===== src/rtl/ds_pool_engine.sv =====
// 2x2 block pooling engine: reads an IMG_W x IMG_H 8-bit image from data RAM and writes the
// half-size image back. Default is rounded-average pooling; define DS_MAX_POOL_EN for max pooling.
module ds_pool_engine #(
  parameter int          IMG_W    = 128,
  parameter int          IMG_H    = 128,
  parameter logic [15:0] SRC_BASE = 16'h0000,
  parameter logic [15:0] DST_BASE = 16'h4000
) (
  input  logic        clk,
  input  logic        rst_n,
  input  logic        start,
  output logic        busy,
  output logic        done,
  output logic [15:0] out_cnt,
  output logic [15:0] mem_addr,
  output logic        mem_read,
  output logic        mem_write,
  output logic [7:0]  mem_wdata,
  input  logic [7:0]  mem_rdata
);

  localparam int          OW      = IMG_W / 2;
  localparam int          OH      = IMG_H / 2;
  localparam logic [15:0] W16     = 16'(IMG_W);
  localparam logic [15:0] OW16    = 16'(OW);
  localparam logic [15:0] OX_LAST = 16'(OW - 1);
  localparam logic [15:0] OY_LAST = 16'(OH - 1);

  typedef enum logic [2:0] {IDLE, RD, CAP, WR, DONE} state_t;

  state_t      state, state_nx;
  logic [15:0] ox, oy;
  logic [1:0]  k;
  logic [9:0]  acc, acc_in;
  logic [7:0]  result;
  logic [15:0] src_addr, dst_addr;
  logic        last;

  // Tap k selects dx=k[0], dy=k[1]; all sums wrap modulo 2^16.
  assign src_addr = SRC_BASE + ({oy[14:0], 1'b0} + {15'd0, k[1]}) * W16
                  + {ox[14:0], 1'b0} + {15'd0, k[0]};
  assign dst_addr = DST_BASE + oy * OW16 + ox;
  assign last     = (ox == OX_LAST) && (oy == OY_LAST);

`ifdef DS_MAX_POOL_EN
  assign acc_in = ({2'b00, mem_rdata} > acc) ? {2'b00, mem_rdata} : acc;
  assign result = acc[7:0];
`else
  logic [9:0] rnd;
  assign acc_in = acc + {2'b00, mem_rdata};
  assign rnd    = acc + 10'd2;   // at most 1022, fits
  assign result = rnd[9:2];
`endif

  always_comb begin
    state_nx  = state;
    busy      = 1'b0;
    done      = 1'b0;
    mem_read  = 1'b0;
    mem_write = 1'b0;
    mem_addr  = 16'd0;
    mem_wdata = 8'd0;
    case (state)
      IDLE: if (start) state_nx = RD;
      RD: begin
        busy     = 1'b1;
        mem_read = 1'b1;
        mem_addr = src_addr;
        if (k == 2'd3) state_nx = CAP;
      end
      CAP: begin
        busy     = 1'b1;
        state_nx = WR;
      end
      WR: begin
        busy      = 1'b1;
        mem_write = 1'b1;
        mem_addr  = dst_addr;
        mem_wdata = result;
        state_nx  = last ? DONE : RD;
      end
      DONE: begin
        done     = 1'b1;
        state_nx = IDLE;
      end
      default: state_nx = IDLE;
    endcase
  end

  always_ff @(posedge clk or negedge rst_n) begin
    if (!rst_n) begin
      state   <= IDLE;
      out_cnt <= 16'd0;
      acc     <= 10'd0;
      ox      <= 16'd0;
      oy      <= 16'd0;
      k       <= 2'd0;
    end else begin
      state <= state_nx;
      case (state)
        IDLE: if (start) begin
          out_cnt <= 16'd0;
          acc     <= 10'd0;
          ox      <= 16'd0;
          oy      <= 16'd0;
          k       <= 2'd0;
        end
        RD: begin
          // read data lags the strobe by one cycle, so tap k-1 lands here
          if (k != 2'd0) acc <= acc_in;
          k <= k + 2'd1;
        end
        CAP: acc <= acc_in;
        WR: begin
          out_cnt <= out_cnt + 16'd1;
          acc     <= 10'd0;
          k       <= 2'd0;
          if (!last) begin
            if (ox == OX_LAST) begin
              ox <= 16'd0;
              oy <= oy + 16'd1;
            end else begin
              ox <= ox + 16'd1;
            end
          end
        end
        default: ;
      endcase
    end
  end

endmodule


===== config.mk =====
export PLATFORM = sky130hd
export DESIGN_NAME = ds_pool_engine
export DESIGN_NICKNAME = d
export VERILOG_FILES = /design/src/rtl/ds_pool_engine.sv
export SDC_FILE = /design/constraint.sdc
export NUM_CORES = 1
export LEC_CHECK = 0
export ABC_AREA = 1
export BUFFER_PORTS_ARGS = -buffer_cell sky130_fd_sc_hd__buf_2
export CORE_ASPECT_RATIO = 1.1
export CORE_MARGIN = 8
export CORE_UTILIZATION = 50
export DETAILED_ROUTE_END_ITERATION = 8
export HOLD_SLACK_MARGIN = 0.06
export MAX_ROUTING_LAYER = met4
export PLACE_DENSITY_LB_ADDON = 0.2
export SYNTH_ARGS = -nofsm -noshare
export SYNTH_HDL_FRONTEND = slang
export SYNTH_SLANG_ARGS = --single-unit

===== constraint.sdc =====
create_clock -name clk -period 2.48 [get_ports clk]
set_input_delay 0.248 -clock clk [delete_from_list [all_inputs] [get_ports clk]]
set_output_delay 0.248 -clock clk [all_outputs]
set_load 0.05 [all_outputs]

Word level (Yosys, flattened, before mapping)

Index checks and enable logic that the tools add are counted.

Add/subtract/negate cells: 11
Eq/ne operators: 12
Mux-type cells: 23
Reduce and logical (&&, ||, !) cells: 13

Operators with widths:

| cell                                                              | number |
|---|---|
| 16-bit case mux with 2 select lines                               | 4 |
| 16-bit two-way mux                                                | 5 |
| 16-bit by 1-bit adder with 16-bit output (second input constant)  | 3 |
| 10-bit case mux with 4 select lines                               | 1 |
| 16-bit adder                                                      | 2 |
| 16-bit by 6-bit == test with 1-bit output (second input constant) | 2 |
| 10-bit two-way mux                                                | 2 |
| 15-bit by 16-bit adder with 16-bit output (first input constant)  | 1 |
| 16-bit by 1-bit adder with 16-bit output                          | 1 |
| 3-bit case mux with 4 select lines                                | 1 |
| 10-bit by 2-bit adder with 10-bit output (second input constant)  | 1 |
| 10-bit by 8-bit adder with 10-bit output                          | 1 |
| 2-bit != test (second input constant)                             | 5 |
| 9-bit by 1-bit adder with 9-bit output                            | 1 |
| 3-bit two-way mux                                                 | 3 |
| 8-bit two-way mux                                                 | 1 |
| 3-bit by 2-bit == test with 1-bit output (second input constant)  | 2 |
| 2-bit case mux with 3 select lines                                | 1 |
| 2-bit AND reduction                                               | 3 |
| 3-bit AND reduction                                               | 2 |
| 1-bit two-way mux                                                 | 4 |
| 4-bit AND reduction                                               | 1 |
| 2-bit nonzero test                                                | 2 |
| 4-bit nonzero test                                                | 1 |
| 9 further kinds                                                   | 9 |

Register bits: 63
Logic and storage cells: 65

Logic depth before layout (Yosys ltp)

Gate-level depths: netlist of run 1.

Depth in word-level cells: 4
Mapped depth: 12
Depth with buffers taken out: 12

Least setup slack after synthesis of run 1

Ideal clock, no wire load.

Path type: register -> output
From: register ox[7]
To: output mem_addr[15]
Arrival time: 2.773 ns
Required time: 2.232 ns
Setup slack: -0.541 ns
Cell stages (with the launch flop): 12
Cell sequence: dfrtp_1 > ha_1 > ha_1 > inv_1 > fa_1 > inv_1 > nand3_1 > nand2_1 > nand3_1 > nand2_1 > nor2_1 > o21ai_0

Word-level cells in the longest chain between the ends: 3

Ends and longest elaborated chain:

| what                                     | line | source |
|---|---|---|
| start, declared                          | 32   | `logic [15:0] ox, oy;` |
| start signal, assigned                   | 123  | `ox <= ox + 16'd1;` |
| 16-bit adder                             | 41   | `+ {ox[14:0], 1'b0} + {15'd0, k[0]};` |
| 16-bit by 1-bit adder with 16-bit output | 41   |  |
| 16-bit case mux with 2 select lines *    | 63   | `case (state)` |
| end, declared                            | 15   | `output logic [15:0] mem_addr,` |

Mark *: on every way between the ends. The rest lies on a longest branch, timed or not.

Worst setup path after layout of run 1

From: register oy[1]
To: output mem_addr[15]

Word-level cells in the longest chain between the ends: 4

Ends and longest elaborated chain:

| what                                     | line | source |
|---|---|---|
| start, declared                          | 32   |  |
| start signal, assigned                   | 121  | `oy <= oy + 16'd1;` |
| 9-bit by 1-bit adder with 9-bit output   | 40   | `assign src_addr = SRC_BASE + ({oy[14:0], 1'b0} + {15'd0, k[1]}) * W16` |
| 16-bit adder                             | 41   |  |
| 16-bit by 1-bit adder with 16-bit output | 41   |  |
| 16-bit case mux with 2 select lines *    | 63   |  |

Marked as above.

==> results of run 1 <==
==> layout by cell type (no fill, tap or decap), types with 3 or more instances in the layout <==
cell,n
nand2_1,220
inv_1,98
nor2_1,88
nand3_1,66
dfrtp_1,62
buf_2,48
a21oi_1,26
ha_1,26
buf_4,26
o21ai_0,25
nand2_2,25
xor2_1,17
o22ai_1,12
ha_4,12
nand4_1,9
inv_2,9
clkbuf_16,9
o21ai_1,7
nor3_1,6
nand2_4,6
o21bai_1,5
xnor2_1,5
nor2_2,5
buf_6,5
nand3_2,4
a21oi_2,4
o211ai_1,3
nand3_4,3
nor3b_1,3
clkbuf_8,3
==> worst max path at each step <==
| stage | start | endpoint | slack, ns | cells past startpoint |
|---|---|---|---|---|
| after floorplan | ox[7] | mem_addr[15] | -0.16 | 11 |
| after global placement | ox[7] | mem_addr[13] | 0.1 | 12 |
| after detailed placement | ox[7] | mem_addr[13] | 0.05 | 12 |
| after CTS | oy[1] | mem_addr[13] | -0.11 | 12 |
| after global routing | ox[8] | mem_addr[15] | -0.16 | 11 |
| final | oy[1] | mem_addr[15] | -0.08 | 12 |
==> sequential cells by signal, indices dropped and copies added (netlist names) <==
name	count
oy	16
k	2
state	3
acc	10
out_cnt	16
ox	16
==> through the flow <==
step	utilization	instance area, um2	TNS [ns]	power [mW]
after global routing	0.628	6460	-0.544	3.34
after floorplan	-	5270	-0.160	1.61
after detailed placement	0.566	5830	0	1.76
final	0.628	6460	-0.217	3.16
after global placement	0.566	5830	0	1.73
after CTS	0.613	6310	-0.199	3.19
==> kinds of logic (layout without fill, tap and decap cells) <==
group,after synthesis,in the layout
compound gates,91,91
xor+xnor,22,22
fa+ha+maj,42,42
buf+inv,120,205
flops,63,63
mux,1,1
simple gates,441,441
==> power by group through the flow <==
stage / combinational (mW) / clock [mW] / sequential (mW)
after floorplan: 0.446 / 0 / 1.16
after global placement: 0.556 / 0 / 1.18
after detailed placement: 0.580 / 0 / 1.18
after CTS: 0.585 / 1.44 / 1.16
after global routing: 0.673 / 1.49 / 1.18
final: 0.580 / 1.42 / 1.16
==> critical path: stages (launching register included) <==
cell	delay, ns
dfrtp_1	0.41
ha_4	0.29
ha_4	0.13
inv_2	0.04
fa_2	0.35
inv_2	0.08
nand3_4	0.07
nand2_4	0.08
nand3_1	0.08
nand2_1	0.09
nor2_1	0.05
o21ai_1	0.15
buf_6	0.18
==> layout make-up <==
type | count | area share
Clock buffer | 12 | 0.0412
Clock inverter | 3 | 0.0101
Inverter | 109 | 0.0635
Multi-Input combinational cell | 597 | 0.533
Sequential cell | 63 | 0.244
Tap cell | 143 | 0.0277
Timing Repair Buffer | 81 | 0.0807
==> layer usage <==
metal  global-route usage  vias up  wire length [um]
met5                    -        -                 0
met4               0.0891        0               380
met3               0.0410       26               817
met2                0.397      147              7640
met1                0.249     2550              6240
li1                     -     2658                 -
==> what timing repair did <==
item	4_1_cts	5_1_grt
gates cloned	0	0
setup endpoints to repair	6	7
hold endpoints to repair	22	0
hold buffers	1	0
buffers inserted	2	1
resized for setup	30	22
pin swaps	8	13
==> metrics, run 1 <==
drt pass-1 iters=5; TritonCTS Buffers=9; Clock Pin Slew Worst Setup and Hold Paths=~0.050 ns; largest net degree at the start of global routing=42; Worst setup EP type=primary output; Initial Utilization=0.511; Area contributors post-synth=dfrtp_1 30%, nand2_1 16%, ha_1 9.3%; post-DP HPWL=about 11000 um; IO Count=between 50 and 60; status=finished, violations left; critical hold path startpoint=mem_rdata[0]; pwr dens=between 400 and 500 mW/mm2; Worst Path Arrival=around 2.3 ns; RSZ-0062 raised after global routing=yes; via count=around 5400; CTS tree=built; initial DRC count=about 360; EDFF count, synth=0; Maximum Capacitance Violations=0; Via density=about 5.3; layout cell share with drive strength beyond 1=0.203; Yosys top cell area share=0.300; Rows=39; synth warn=0; Combinational Power Share=0.183; main combinational cell family by area after synthesis=simple AND/OR/NAND/NOR gates; Die H=124 um; simple-gate share of the synthesized area=0.367; peak fanout along the critical path=4; Fmax=roughly 390 MHz; FF/Latch Area=0.00158 mm2; hold slack=roughly 0.26 ns; hold depth=4; Avg Synthesized Cell Area=about 6.7 um2; dominant synthesized flop cell=dfrtp_1; worst hold path type=input port to register; Nets=914; Die ar.=~0.014 mm2; post-synth cell types=42; Worst-Skew Late Latency=around 0.33 ns; Synth Cell Area=between 0.005 and 0.006 mm2; initial antenna violation count=0; Int Pwr=~2.3 mW; Root Driver=clkbuf_16; wirelength, routed=~15000 um; buffers added on ports=54; Max VDD drop=~0.00030 V; xor/xnor share of the synthesized area=0.0366; FF-to-FF path depth=10; post-synthesis sequential area ratio=0.300; fin crit period=2.56 ns; Hold Path End=acc[0]; syn nets=around 830; mux share of post-synthesis cell area=0.00190; dpl cells=989; largest area contributor in the netlist=dfrtp_1; GRT overflow=0; post-synthesis compound-gate area fraction=0.0985; vias in the first global route=approximately 5400; Synth Area in Adders=0.104; clk sinks=between 60 and 70; Die W=between 100 and 150 um; Switching Share=0.281; H-tree levels=3; final cell count without fillers=roughly 1000; GP Congestion=0.919; first-pass GRT wire length=24900 um; clk_skew=0.00453 ns; failing checks=negative setup slack; Setup WS pre-CTS=about 0.047 ns; Post-DRT Antenna Nets=0; Tcrit/Tclk final=1.03; gr usage total=0.226; Post-route DRC=0; final worst slack=-0.0805 ns; Final Hold Fails=0; post-synthesis register bit count=63; post-synthesis async set-or-reset flop share=1.00; sw power=just under 0.9 mW; CP Data Required Time=~2.2 ns; max-slew violation count=0; fill cell count=between 900 and 1000; Slew HR=0.597; top cells by count, synth=224 x nand2_1, 101 x inv_1, 89 x nor2_1; Layout area overhead=22.9%; startpoint types=register; reg-to-reg slack, setup=between 0.3 and 0.4 ns; CORE AREA=roughly 0.010 mm2; Clock power frac=0.448; Flop pwr share=0.368; Mapped Cells=slightly below 800; Routed wire per std cell=15.0 um; diode count=0; clock buffer depth=2; worst slew pin tran=between 0.6 and 0.7 ns; P_leak=roughly 3.4 nW; Crit Reg-Reg Endpoint=ox[12]; area of the multi-input gates=approximately 0.0034 mm2; r2r startpoint=oy[1]; worst setup path class=register to primary output; most common cell in the netlist=nand2_1; Final setup violation count=4
Power figures use the tool's default switching activity.
==> run 2, diff against run 1 <==
--- a/config.mk
+++ b/config.mk
@@ -5,7 +5,7 @@
 export SDC_FILE = /design/constraint.sdc
 export NUM_CORES = 1
 export LEC_CHECK = 0
-export ABC_AREA = 1
+export ABC_AREA = 0
 export BUFFER_PORTS_ARGS = -buffer_cell sky130_fd_sc_hd__buf_2
 export CORE_ASPECT_RATIO = 1.1
 export CORE_MARGIN = 8
==> run 2 against run 1 <==
Net effect: the flow still finishes with violations (negative setup slack); combinational power grew to 4.2 times the previous value; clock power shrank 35%; utilization grew 0.74 points; die area shrank 6.3%; area after synthesis shrank 7.3%; cell count shrank 22%; count of clock-buffer cells in the layout shrank 3; critical path depth shrank 2; largest cell class unchanged; largest power group is now combinational logic.
==> metrics, run 2 <==
pwr dens=784 mW/mm2 (was 489 mW/mm2); gr busiest metal=met2 (unchanged); CP Data Required Time=2.23 ns (about the same); most common cell after layout, fill and taps aside=dfrtp_1 (was nand2_1); worst hold path type=input port to register (unchanged); P_leak=2.85 nW (was 3.39 nW); Avg Synthesized Cell Area=8.70 um2 (was 6.74 um2); Die H=120 um (was 124 um); Post-route DRC=0 (unchanged); crit-path max cell delay=0.41 ns (about the same); met1 GRT Util=0.251 (was 0.249); Synth Cell Area=0.00487 mm2 (was 0.00526 mm2); final worst slack=-0.300 ns (was -0.0805 ns); met2 Usage GRT=0.359 (was 0.397); TritonCTS Buffers=9 (unchanged); Worst setup EP type=primary output (unchanged); wirelength, routed=13800 um (was 15100 um); commonest non-fill, non-tap cells in the layout=60 x dfrtp_1, 55 x buf_4, 47 x buf_2 (was 220 x nand2_1, 98 x inv_1, 88 x nor2_1); top cells by count, synth=63 x dfrtp_1, 53 x o21ai_0, 44 x nand2_1 (was 224 x nand2_1, 101 x inv_1, 89 x nor2_1); post-synth cell types=68 (was 42); Root Driver=clkbuf_8 (was clkbuf_16); gr usage total=0.217 (was 0.226); H-tree levels=3 (unchanged); startpoint types=register (unchanged); most common cell in the netlist=dfrtp_1 (was nand2_1); EDFF count, synth=0 (unchanged); Mapped Cells=560 (was 780); post-synthesis sequential area ratio=0.323 (was 0.300); diode count=0 (unchanged); vias in the first global route=4685 (was 5361); Maximum Capacitance Violations=0 (unchanged); initial DRC count=291 (was 362); largest registers=out_cnt x16, ox x16, oy x16 (unchanged); Worst Path Arrival=2.53 ns (was 2.31 ns); failing checks=negative setup slack (unchanged); post-DP HPWL=9880 um (was 11000 um); Via density=6.10 (was 5.34); Final setup violation count=21 (was 4); Max VDD drop=0.000674 V (was 0.000300 V); fin util=0.635 (was 0.628); status=finished, violations left (unchanged); Die ar.=0.0132 mm2 (was 0.0141 mm2); met3 Use GR=0.0343 (was 0.0410); first-pass GRT wire length=22600 um (was 24900 um); Post-DRT Antenna Nets=0 (unchanged); Area contributors post-synth=dfrtp_1 32%, ha_1 10%, o21ai_0 5.4% (was dfrtp_1 30%, nand2_1 16%, ha_1 9.3%); Tcrit/Tclk final=1.12 (was 1.03); syn nets=613 (was 833); Routed wire per std cell=17.6 um (was 15.0 um); IO Count=55 (unchanged); layout cell share with drive strength beyond 1=0.283 (was 0.203); Rows=38 (was 39); post-synthesis register bit count=63 (unchanged); via count=4791 (was 5381); Nets=713 (was 914); Yosys top cell area share=0.323 (was 0.300); Layout area overhead=26.4% (was 22.9%); Slew HR=0.570 (was 0.597); initial antenna violation count=0 (unchanged); drt pass-1 iters=4 (was 5); RSZ-0062 raised after global routing=yes (unchanged); max-slew violation count=0 (unchanged); synth warn=0 (unchanged); Crit-path slowest cell=dfrtp_1 (unchanged); clk_skew=0.0128 ns (was 0.00453 ns); fin crit period=2.78 ns (was 2.56 ns); largest area contributor in the netlist=dfrtp_1 (unchanged); clock buffer depth=2 (unchanged); post-synthesis async set-or-reset flop share=1.00 (unchanged); crit path cell chain=ha_4 -> ha_4 -> inv_2 -> fa_2 -> nor2b_4 -> o2111ai_2 -> a31oi_1 -> xnor2_1 -> o22ai_2 -> buf_6 (was ha_4 -> ha_4 -> inv_2 -> fa_2 -> inv_2 -> nand3_4 -> nand2_4 -> nand3_1 -> nand2_1 -> nor2_1 -> o21ai_1 -> buf_6); Worst-Skew Late Latency=0.35 ns (was 0.33 ns); Die W=110 um (was 114 um); CTS tree=built (unchanged); GRT overflow=0 (unchanged); worst setup path class=register to primary output (unchanged); Fmax=360 MHz (was 391 MHz); Final Hold Fails=0 (unchanged); dominant synthesized flop cell=dfrtp_1 (unchanged); worst slew pin tran=0.644 ns (was 0.603 ns); CORE AREA=0.00970 mm2 (was 0.0103 mm2); Clock Pin Slew Worst Setup and Hold Paths=0.07 ns (was 0.05 ns); peak fanout along the critical path=2 (was 4); setup TNS=-1.62 ns (was -0.217 ns); GP Congestion=0.909 (was 0.919); Most common cell on crit path=ha_4; Initial Utilization=0.503 (was 0.511); clk sinks=63 (unchanged); Tot Pwr=4.83 mW (was 3.16 mW); buffers added on ports=54 (unchanged); largest net degree at the start of global routing=38 (was 42)
[run 2: cell count changes in the layout (fill, tap and decap cells not counted), sizes merged, moves of 18 or more]
cell | before | now
o21ai | 35 | 53
nor2 | 94 | 36
buf | 80 | 115
a31oi | 0 | 18
nand3 | 73 | 28
nand2 | 251 | 44
inv | 107 | 27
[run 2: final timing paths]
check                              from           end  slack, ns  cells after the start
min in group asynchronous         rst_n        acc[6]       0.45                      2
setup / recovery                  oy[1]  mem_addr[15]      -0.30                     10
hold reg to reg             out_cnt[15]   out_cnt[15]       0.49                      1
setup reg to reg                 ox[11]         ox[8]      -0.11                      7
hold / removal             mem_rdata[0]        acc[0]       0.26                      3
max in group asynchronous         rst_n    out_cnt[4]       1.39                      3
[run 2: power by group]
part           switching, mW  internal [mW]
Sequential             0.259           1.23
Combinational           1.51          0.909
Clock                  0.447          0.476
[run 2: per-stage QoR]
stage	std cells	setup WS, ns	hold WS, ns	cell area, um2
CTS	776	-0.315	0.254	5960
floorplan	560	-0.0813	-0.0476	4910
detailed placement	755	-0.146	0.307	5550
finish	785	-0.300	0.262	6160
global route	785	-0.416	0.270	6160
global placement	755	-0.0732	0.302	5550
[run 2: critical path, delay by kind of cell (launching register included)]
family / cells / cell delay [ns]
DFF: 1 / 0.41
and+or+nand+nor: 1 / 0.16
xor gates and xnor gates: 1 / 0.10
AOI/OAI and AO/OA: 3 / 0.51
buffers and inverters: 2 / 0.22
adders and majority gates: 3 / 0.78
[run 2: metal layers]
layer | vias to the layer above | wire length [um]
met5 | - | 0
met4 | 0 | 418
met3 | 34 | 480
met2 | 149 | 7200
met1 | 2307 | 5690
li1 | 2301 | -
[run 2: layout make-up]
type                       count  area, um2
sequential                    63       1580
multi-input combinational    445       3320
clock buffer                   9        124
tap                          120        150
clock inverter                 7       77.6
timing repair buffer         116        813
fill                         820       3540
inverter                      25       93.8
[run 2: cell families after synthesis]
family          synth area share
mux                       0.0146
fa+ha+maj                  0.112
simple gates               0.225
xor+xnor                  0.0449
flops                      0.323
buf+inv                   0.0513
compound gates             0.229
[run 2: what timing repair did]
action                                  4_1_cts  5_1_grt
setup buffers                                 4        8
gates cloned                                  0        1
endpoints found under the setup margin       12       41
endpoints found under the hold margin        26        0
pin swaps                                    14       16
resized for setup                            36       41
hold buffers                                  1        0
